## src/rtl/rv32i_defines.sv

```systemverilog
// Shared RV32I definitions: load/store funct3 codes and the LSU request record.
// Latency: n/a (constants, types and a combinational helper only).
// Backpressure: n/a.
//
// Contents:
//   FUNCT3_*          funct3 encodings for the RV32I load and store instructions
//   lsu_req_t         request fields held by the load/store unit for one access
//   lsu_access_error  illegal-funct3 / misalignment check for a load or store
package rv32i_defines;

  // Loads
  localparam logic [2:0] FUNCT3_LB  = 3'b000;
  localparam logic [2:0] FUNCT3_LH  = 3'b001;
  localparam logic [2:0] FUNCT3_LW  = 3'b010;
  localparam logic [2:0] FUNCT3_LBU = 3'b100;
  localparam logic [2:0] FUNCT3_LHU = 3'b101;

  // Stores
  localparam logic [2:0] FUNCT3_SB  = 3'b000;
  localparam logic [2:0] FUNCT3_SH  = 3'b001;
  localparam logic [2:0] FUNCT3_SW  = 3'b010;

  // Only the byte offset of the address is kept; the word part lives in the
  // unit's mem_addr register, which already holds it for the whole access.
  typedef struct packed {
    logic        write;
    logic [2:0]  funct3;
    logic [1:0]  addr_lo;
    logic [31:0] wdata;
  } lsu_req_t;

  // funct3[1:0] encodes the access size (0 byte, 1 half, 2 word) for every
  // legal load and store, so alignment is checked from those two bits.
  function automatic logic lsu_access_error(input logic       write,
                                            input logic [2:0] funct3,
                                            input logic [1:0] addr_lo);
    logic illegal;
    logic misaligned;
    if (write) begin
      illegal = (funct3 > FUNCT3_SW);
    end else begin
      illegal = (funct3 == 3'b011) || (funct3 == 3'b110) || (funct3 == 3'b111);
    end
    misaligned = ((funct3[1:0] == 2'b01) && addr_lo[0]) ||
                 ((funct3[1:0] == 2'b10) && (addr_lo != 2'b00));
    return illegal || misaligned;
  endfunction

endpackage

```

## src/rtl/register.sv

```systemverilog
// Generic load-enabled register cell.
// Latency: 1 cycle from d to q when ena is high.
// Backpressure: none; ena low simply holds the stored value.
//
// Ports:
//   clk, rst  clock and synchronous active-high reset (q <= RESET_VALUE)
//   ena       load enable
//   d / q     data in / registered data out, WIDTH bits
module register #(
  parameter int               WIDTH       = 32,
  parameter logic [WIDTH-1:0] RESET_VALUE = '0
) (
  input  logic             clk,
  input  logic             rst,
  input  logic             ena,
  input  logic [WIDTH-1:0] d,
  output logic [WIDTH-1:0] q
);

  always_ff @(posedge clk) begin
    if (rst) begin
      q <= RESET_VALUE;
    end else if (ena) begin
      q <= d;
    end
  end

endmodule

```

## src/rtl/rv32i_lsu_lanes.sv

```systemverilog
// Byte/halfword lane steering for the LSU: load extraction and store merge.
// Latency: 0 (purely combinational).
// Backpressure: n/a.
//
// Ports:
//   word       memory word being read (or previously captured)
//   addr_lo    byte offset of the access within the word
//   funct3     RV32I load/store funct3
//   wdata      store data, sub-word stores use the low lanes
//   load_data  extracted and sign/zero-extended load result (0 for illegal funct3)
//   store_word word with the store lanes merged into it
module rv32i_lsu_lanes
  import rv32i_defines::*;
(
  input  logic [31:0] word,
  input  logic [1:0]  addr_lo,
  input  logic [2:0]  funct3,
  input  logic [31:0] wdata,
  output logic [31:0] load_data,
  output logic [31:0] store_word
);

  logic [7:0]  byte_sel;
  logic [15:0] half_sel;

  always_comb begin
    byte_sel = word[{addr_lo, 3'b000} +: 8];
    half_sel = addr_lo[1] ? word[31:16] : word[15:0];

    load_data = '0;
    case (funct3)
      FUNCT3_LB:  load_data = {{24{byte_sel[7]}}, byte_sel};
      FUNCT3_LH:  load_data = {{16{half_sel[15]}}, half_sel};
      FUNCT3_LW:  load_data = word;
      FUNCT3_LBU: load_data = {24'h0, byte_sel};
      FUNCT3_LHU: load_data = {16'h0, half_sel};
      default:    load_data = '0;
    endcase

    store_word = word;
    case (funct3)
      FUNCT3_SB: store_word[{addr_lo, 3'b000} +: 8] = wdata[7:0];
      FUNCT3_SH: begin
        if (addr_lo[1]) begin
          store_word[31:16] = wdata[15:0];
        end else begin
          store_word[15:0] = wdata[15:0];
        end
      end
      FUNCT3_SW: store_word = wdata;
      default:   store_word = word;
    endcase
  end

endmodule

```

## src/rtl/rv32i_lsu_multicycle.sv

```systemverilog
// Multicycle RV32I load/store unit on a single-port memory without byte enables.
// Latency: load L+2, SW 2, SB/SH L+3 (read-modify-write), error 1 cycle; +1 per ena-low cycle.
// Backpressure: one request in flight; req_ready only in idle; response cannot be stalled.
//
// Ports:
//   clk, rst, ena       clock, synchronous active-high reset, global freeze
//   req_*               request handshake (valid/ready) and load/store fields
//   rsp_*               one-cycle response: load data and error flag
//   mem_*               word-aligned memory address, write data/strobe, read data
//   accesses_completed  running count of responses, errors included
module rv32i_lsu_multicycle
  import rv32i_defines::*;
#(
  parameter int MEM_LATENCY = 0
) (
  input  logic        clk,
  input  logic        rst,
  input  logic        ena,
  input  logic        req_valid,
  output logic        req_ready,
  input  logic        req_write,
  input  logic [2:0]  req_funct3,
  input  logic [31:0] req_addr,
  input  logic [31:0] req_wdata,
  output logic        rsp_valid,
  output logic [31:0] rsp_rdata,
  output logic        rsp_error,
  output logic [31:0] mem_addr,
  output logic [31:0] mem_wr_data,
  output logic        mem_wr_ena,
  input  logic [31:0] mem_rd_data,
  output logic [31:0] accesses_completed
);

  localparam int LAT_CW = (MEM_LATENCY > 0) ? $clog2(MEM_LATENCY + 1) : 1;

  typedef enum logic [1:0] {
    S_IDLE,
    S_READ,
    S_WRITE,
    S_RESP
  } state_t;

  state_t            state_q, state_d;
  lsu_req_t          req_d, req_q;
  logic              accept;
  logic              req_err;
  logic              req_is_sw;
  logic [LAT_CW-1:0] lat_cnt_q;
  logic              lat_last;
  logic [31:0]       rd_word_q;
  logic              err_q;
  logic [31:0]       lanes_word;
  logic [31:0]       load_data;
  logic [31:0]       store_word;

  assign accept    = req_valid & req_ready;
  assign req_err   = lsu_access_error(req_write, req_funct3, req_addr[1:0]);
  assign req_is_sw = req_write & (req_funct3 == FUNCT3_SW);
  assign lat_last  = (lat_cnt_q == LAT_CW'(MEM_LATENCY));

  assign req_d = '{write: req_write, funct3: req_funct3,
                   addr_lo: req_addr[1:0], wdata: req_wdata};

  register #(
    .WIDTH($bits(lsu_req_t))
  ) u_req_reg (
    .clk (clk),
    .rst (rst),
    .ena (accept),
    .d   (req_d),
    .q   (req_q)
  );

  // The lanes see the live memory word while reading (store merge happens on
  // the sampling edge) and the captured word afterwards (load extraction for
  // the response), so one instance serves both paths.
  assign lanes_word = (state_q == S_READ) ? mem_rd_data : rd_word_q;

  rv32i_lsu_lanes u_lanes (
    .word       (lanes_word),
    .addr_lo    (req_q.addr_lo),
    .funct3     (req_q.funct3),
    .wdata      (req_q.wdata),
    .load_data  (load_data),
    .store_word (store_word)
  );

  always_ff @(posedge clk) begin
    if (rst) begin
      state_q <= S_IDLE;
    end else begin
      state_q <= state_d;
    end
  end

  // Every strobe is qualified by ena and ~rst so a frozen or resetting unit
  // never writes memory, accepts a request or emits a response.
  always_comb begin
    state_d    = state_q;
    req_ready  = 1'b0;
    rsp_valid  = 1'b0;
    mem_wr_ena = 1'b0;
    if (ena && !rst) begin
      case (state_q)
        S_IDLE: begin
          req_ready = 1'b1;
          if (req_valid) begin
            if (req_err) begin
              state_d = S_RESP;
            end else if (req_is_sw) begin
              state_d = S_WRITE;
            end else begin
              state_d = S_READ;
            end
          end
        end
        S_READ: begin
          if (lat_last) begin
            state_d = req_q.write ? S_WRITE : S_RESP;
          end
        end
        S_WRITE: begin
          mem_wr_ena = 1'b1;
          state_d    = S_RESP;
        end
        S_RESP: begin
          rsp_valid = 1'b1;
          state_d   = S_IDLE;
        end
        default: state_d = S_IDLE;
      endcase
    end
  end

  always_ff @(posedge clk) begin
    if (rst) begin
      lat_cnt_q          <= '0;
      rd_word_q          <= '0;
      err_q              <= 1'b0;
      mem_addr           <= '0;
      mem_wr_data        <= '0;
      accesses_completed <= '0;
    end else if (ena) begin
      if (accept) begin
        lat_cnt_q <= '0;
        err_q     <= req_err;
        // An erroring request leaves the memory port exactly as it was.
        if (!req_err) begin
          mem_addr <= {req_addr[31:2], 2'b00};
        end
        if (!req_err && req_is_sw) begin
          mem_wr_data <= req_wdata;
        end
      end
      if (state_q == S_READ) begin
        if (lat_last) begin
          rd_word_q <= mem_rd_data;
          if (req_q.write) begin
            mem_wr_data <= store_word;
          end
        end else begin
          lat_cnt_q <= lat_cnt_q + LAT_CW'(1);
        end
      end
      if (state_q == S_RESP) begin
        accesses_completed <= accesses_completed + 32'd1;
      end
    end
  end

  assign rsp_error = rsp_valid & err_q;
  assign rsp_rdata = (rsp_valid && !err_q && !req_q.write) ? load_data : 32'h0;

endmodule
```

## config.mk

```make
export PLATFORM = sky130hd
export DESIGN_NAME = rv32i_lsu_multicycle
export DESIGN_NICKNAME = d
export VERILOG_FILES = /design/src/rtl/rv32i_defines.sv /design/src/rtl/register.sv /design/src/rtl/rv32i_lsu_lanes.sv /design/src/rtl/rv32i_lsu_multicycle.sv
export SDC_FILE = /design/constraint.sdc
export NUM_CORES = 1
export LEC_CHECK = 0
export BUFFER_PORTS_ARGS = -buffer_cell sky130_fd_sc_hd__buf_4
export CORE_MARGIN = 3
export CORE_UTILIZATION = 53
export DETAILED_ROUTE_END_ITERATION = 8
export PLACE_DENSITY_LB_ADDON = 0.08
export SYNTH_ARGS = -nofsm -noshare
export SYNTH_HDL_FRONTEND = slang
export SYNTH_SLANG_ARGS = --single-unit
```

## constraint.sdc

```tcl
create_clock -name clk -period 3.5 [get_ports clk]
set_input_delay 0.875 -clock clk [delete_from_list [all_inputs] [get_ports clk]]
set_output_delay 0.875 -clock clk [all_outputs]
set_load 0.005 [all_outputs]
```

==> flow_summary_export.csv <==
group,metric,value,unit
clock_tree,cts_tree,"built",
drt,drt-initial-drc-count,1027,
worst_setup_path,timing.rr.end,"mem_wr_data[23]",
layout,nets,1393,
drt,dr.pass1.iters,6,
place,place_inst,1465,
yosys,synthTopCellsByArea,"dfxtp_1 (40%), nand2_1 (10%), a21oi_1 (9.7%)",
yosys,ys_seq_elements,168,
worst_setup_path,crit_arrival,2.52,ns
drt,highest_layer,"met4",
yosys,synth_ff_type,"dfxtp_1",
floorplanning,io_pins,236,
sta,max_slew_margin,0.321,
grt,overflow,0,
yosys,ys_seq_area_frac,0.398,
yosys,synth_edf_count,0,
drt,wire_per_inst,18.3,um
yosys,synthCells,1064,
sta,finalCriticalPeriod,3.39,ns
layout,multi_input_area,4740,um2
worst_setup_path,crit_end,"rsp_rdata[20]",
floorplanning,dieArea,17500,um2
drt,route.met3.wl,3080,um
yosys,synth_commonest_cells,"nand2_1 (230), dfxtp_1 (168), a21oi_1 (164)",
clock_tree,clkSinkCount,168,
drt,via_per_inst,5.89,
layout,final-seq-area,3360,um2
sta,grt_setup_unrepaired,"false",
clock_tree,path_clk_slew,0.07,ns
yosys,synth_top_area_frac,0.398,
worst_setup_path,crit_family,"multiplexers",
sta,hold_violations,0,
worst_setup_path,end_kind,"output port",
worst_setup_path,crit_type,"reg -> out",
grt,grt_pass1_vias,7886,
sta,max_freq,295,MHz
yosys,syn_area_per_cell,7.94,um2
sta,skew,0.00782,ns
layout,antenna_cells,0,
worst_setup_path,ff2ff_setup_slack,0.69,ns
sta,fin_crit_sh,0.969,
place,portBuffers,233,
worst_setup_path,startpoint_type,"register",
floorplanning,start_util,0.550,
clock_tree,clock_latency,0.43,ns
floorplanning,core_area,15400,um2
floorplanning,rows,45,
drt,routed_wirelength,27500,um
worst_setup_path,cpPeakStageDelay,0.39,ns
worst_setup_path,reg2reg_depth,7,
floorplanning,die_h,132,um
min_path,hold_class,"reg -> reg",
grt,grt_antenna_before_repair,0,
pwr,p_total,4.50,mW
yosys,syn_area,8450,um2
floorplanning,die_x,132,um
pwr,powerDensity,406,nW/um2
clock_tree,cts_hold_buf,0,
layout,drive_gt1_frac,0.278,
yosys,yosysTopAreaCell,"dfxtp_1",
worst_setup_path,slowest_stage,"mux2_2",
clock_tree,cts.path.max_buffers,2,
layout,area_growth,31.3,%
sta,finalSetupTns,0,ns
clock_tree,numCtsBuffers,17,
clock_tree,cts-root-buf,"clkbuf_16",
run_status,outcome,"finished, final reports clean",
sta,final-max-slew-violation-count,0,
clock_tree,cts_max_level,4,
sta,setup_violations,0,
pwr,p_leak,4.49,nW
drt,vias,8844,
yosys,synthArstFlopShare,0,
yosys,yosysMostFrequentCell,"nand2_1",
worst_setup_path,cp.required,2.62,ns
layout,fin_cells,1502,
pwr,peakVddDrop,0.000447,V
drt,ant_nets,0,
worst_setup_path,cp.depth,9,
place,place_congestion,0.972,
worst_setup_path,critical_path_buf_inv_count,3,
worst_setup_path,startpoint,"state_q[1]",
place,post-dp-hpwl,19300,um
grt,grt_pass1_wl,42100,um
worst_setup_path,reg2reg_from,"state_q[1]",
yosys,synth_warnings,0,
grt,grt_max_degree,98,
sta,tightest_slew,1.02,ns
worst_setup_path,cp_max_fo,10,
run,cap_violations,0,
worst_setup_path,path_cells,"inv_1 -> ha_4 -> mux2_2 -> mux2_2 -> and2_4 -> a21oi_4 -> buf_4 -> a21oi_1 -> buf_4",
grt,grt_usage,0.297,
yosys,synth_cell_types,68,
drt,wl_met2,12400,um
drt,wl_met1,11400,um
layout,fillCellCount,1233,
drt,drcViolationCount,0,
## power by group
part           leakage, nW  internal (mW)  switching (mW)
clock network        0.308           1.16           0.847
registers             1.36           1.95          0.0308
logic                 2.82          0.219           0.290
## kinds of logic (layout without fill, tap and decap cells)
kind of cell	Yosys count	in the layout	share of synthesized area
compound gates	275	276	0.205
flops	168	168	0.398
fa+ha+maj	11	11	0.0163
other cells	1	2	0.000444
xor+xnor	25	25	0.0259
mux	48	48	0.0615
buf+inv	88	313	0.0471
simple gates	448	448	0.246
## worst min-delay path by stage
stage | startpoint | endpoint | slack (ns) | depth (start not counted)
3_5_place_dp | rd_word_q[3] | rd_word_q[3] | 0.45 | 2
6_report | mem_addr[19] | mem_addr[19] | 0.45 | 2
5_1_grt | rd_word_q[3] | rd_word_q[3] | 0.47 | 2
2_1_floorplan | rd_word_q[0] | rd_word_q[0] | 0.43 | 2
3_3_place_gp | rd_word_q[22] | rd_word_q[22] | 0.44 | 2
4_1_cts | mem_addr[22] | mem_addr[22] | 0.46 | 2
## per-layer routing
| layer | vias up | track usage |
|---|---|---|
| met5 | - | 0 |
| met4 | 0 | 0.0768 |
| met3 | 51 | 0.0863 |
| met2 | 482 | 0.460 |
| met1 | 4131 | 0.409 |
| li1 | 4180 | - |
## flip-flops by register name, summed over array words and instances (netlist names)
signal	flops
u_req_reg.q	38
accesses_completed	32
mem_wr_data	32
rd_word_q	32
mem_addr	30
state_q	2
err_q	1
lat_cnt_q	1
## area by class of cell
class	count	share of cell area
flip-flops and latches	168	0.303
repair buffers	271	0.186
inverters	10	0.00338
multi-input cells	810	0.427
clock inverters	14	0.0171
well taps	211	0.0238
clock buffers	18	0.0396
## per-stage QoR
stage                     worst slack (ns)  utilization  hold slack (ns)  cell area [um2]
after floorplan                      0.528            -            0.434             8450
after global placement               0.268        0.675            0.440            10400
after detailed placement             0.188        0.675            0.446            10400
after CTS                           0.0231        0.719            0.456            11100
after global routing               0.00333        0.722            0.468            11100
final                                0.107        0.722            0.455            11100
## what timing repair did
action | 4_1_cts | 5_1_grt
gates cloned | 0 | 1
gates resized for setup | 3 | 2
endpoints found under the hold margin | 0 | 0
setup buffers | 2 | 2
setup endpoints to repair | 27 | 1
## worst reg2reg max path, cell delays in order, from the launching register on
cell      delay [ns]
dfxtp_1         0.34
inv_1           0.15
ha_4            0.24
nand4b_1        0.66
a21oi_1         0.43
nor2_1          0.12
a221oi_1        0.66
nor2_1          0.07
## layout by cell type, fill, tap and decap left out, types with 6 or more instances in the layout
cell       instances
a21oi_1          164
a221o_1            8
a221oi_1          31
a22oi_1           22
and2_1             8
and3_1            12
buf_4            269
clkbuf_16         17
dfxtp_1          168
ha_1              10
inv_1              9
mux2_2            24
mux2i_1           21
nand2_1          230
nand2b_1           9
nand3_1           16
nand4_1           13
nor2_1            97
nor3_1             6
nor4_1            21
o21bai_1          12
xnor2_1           10
xor2_1            15
No activity file was read; power rests on OpenSTA's default activity.
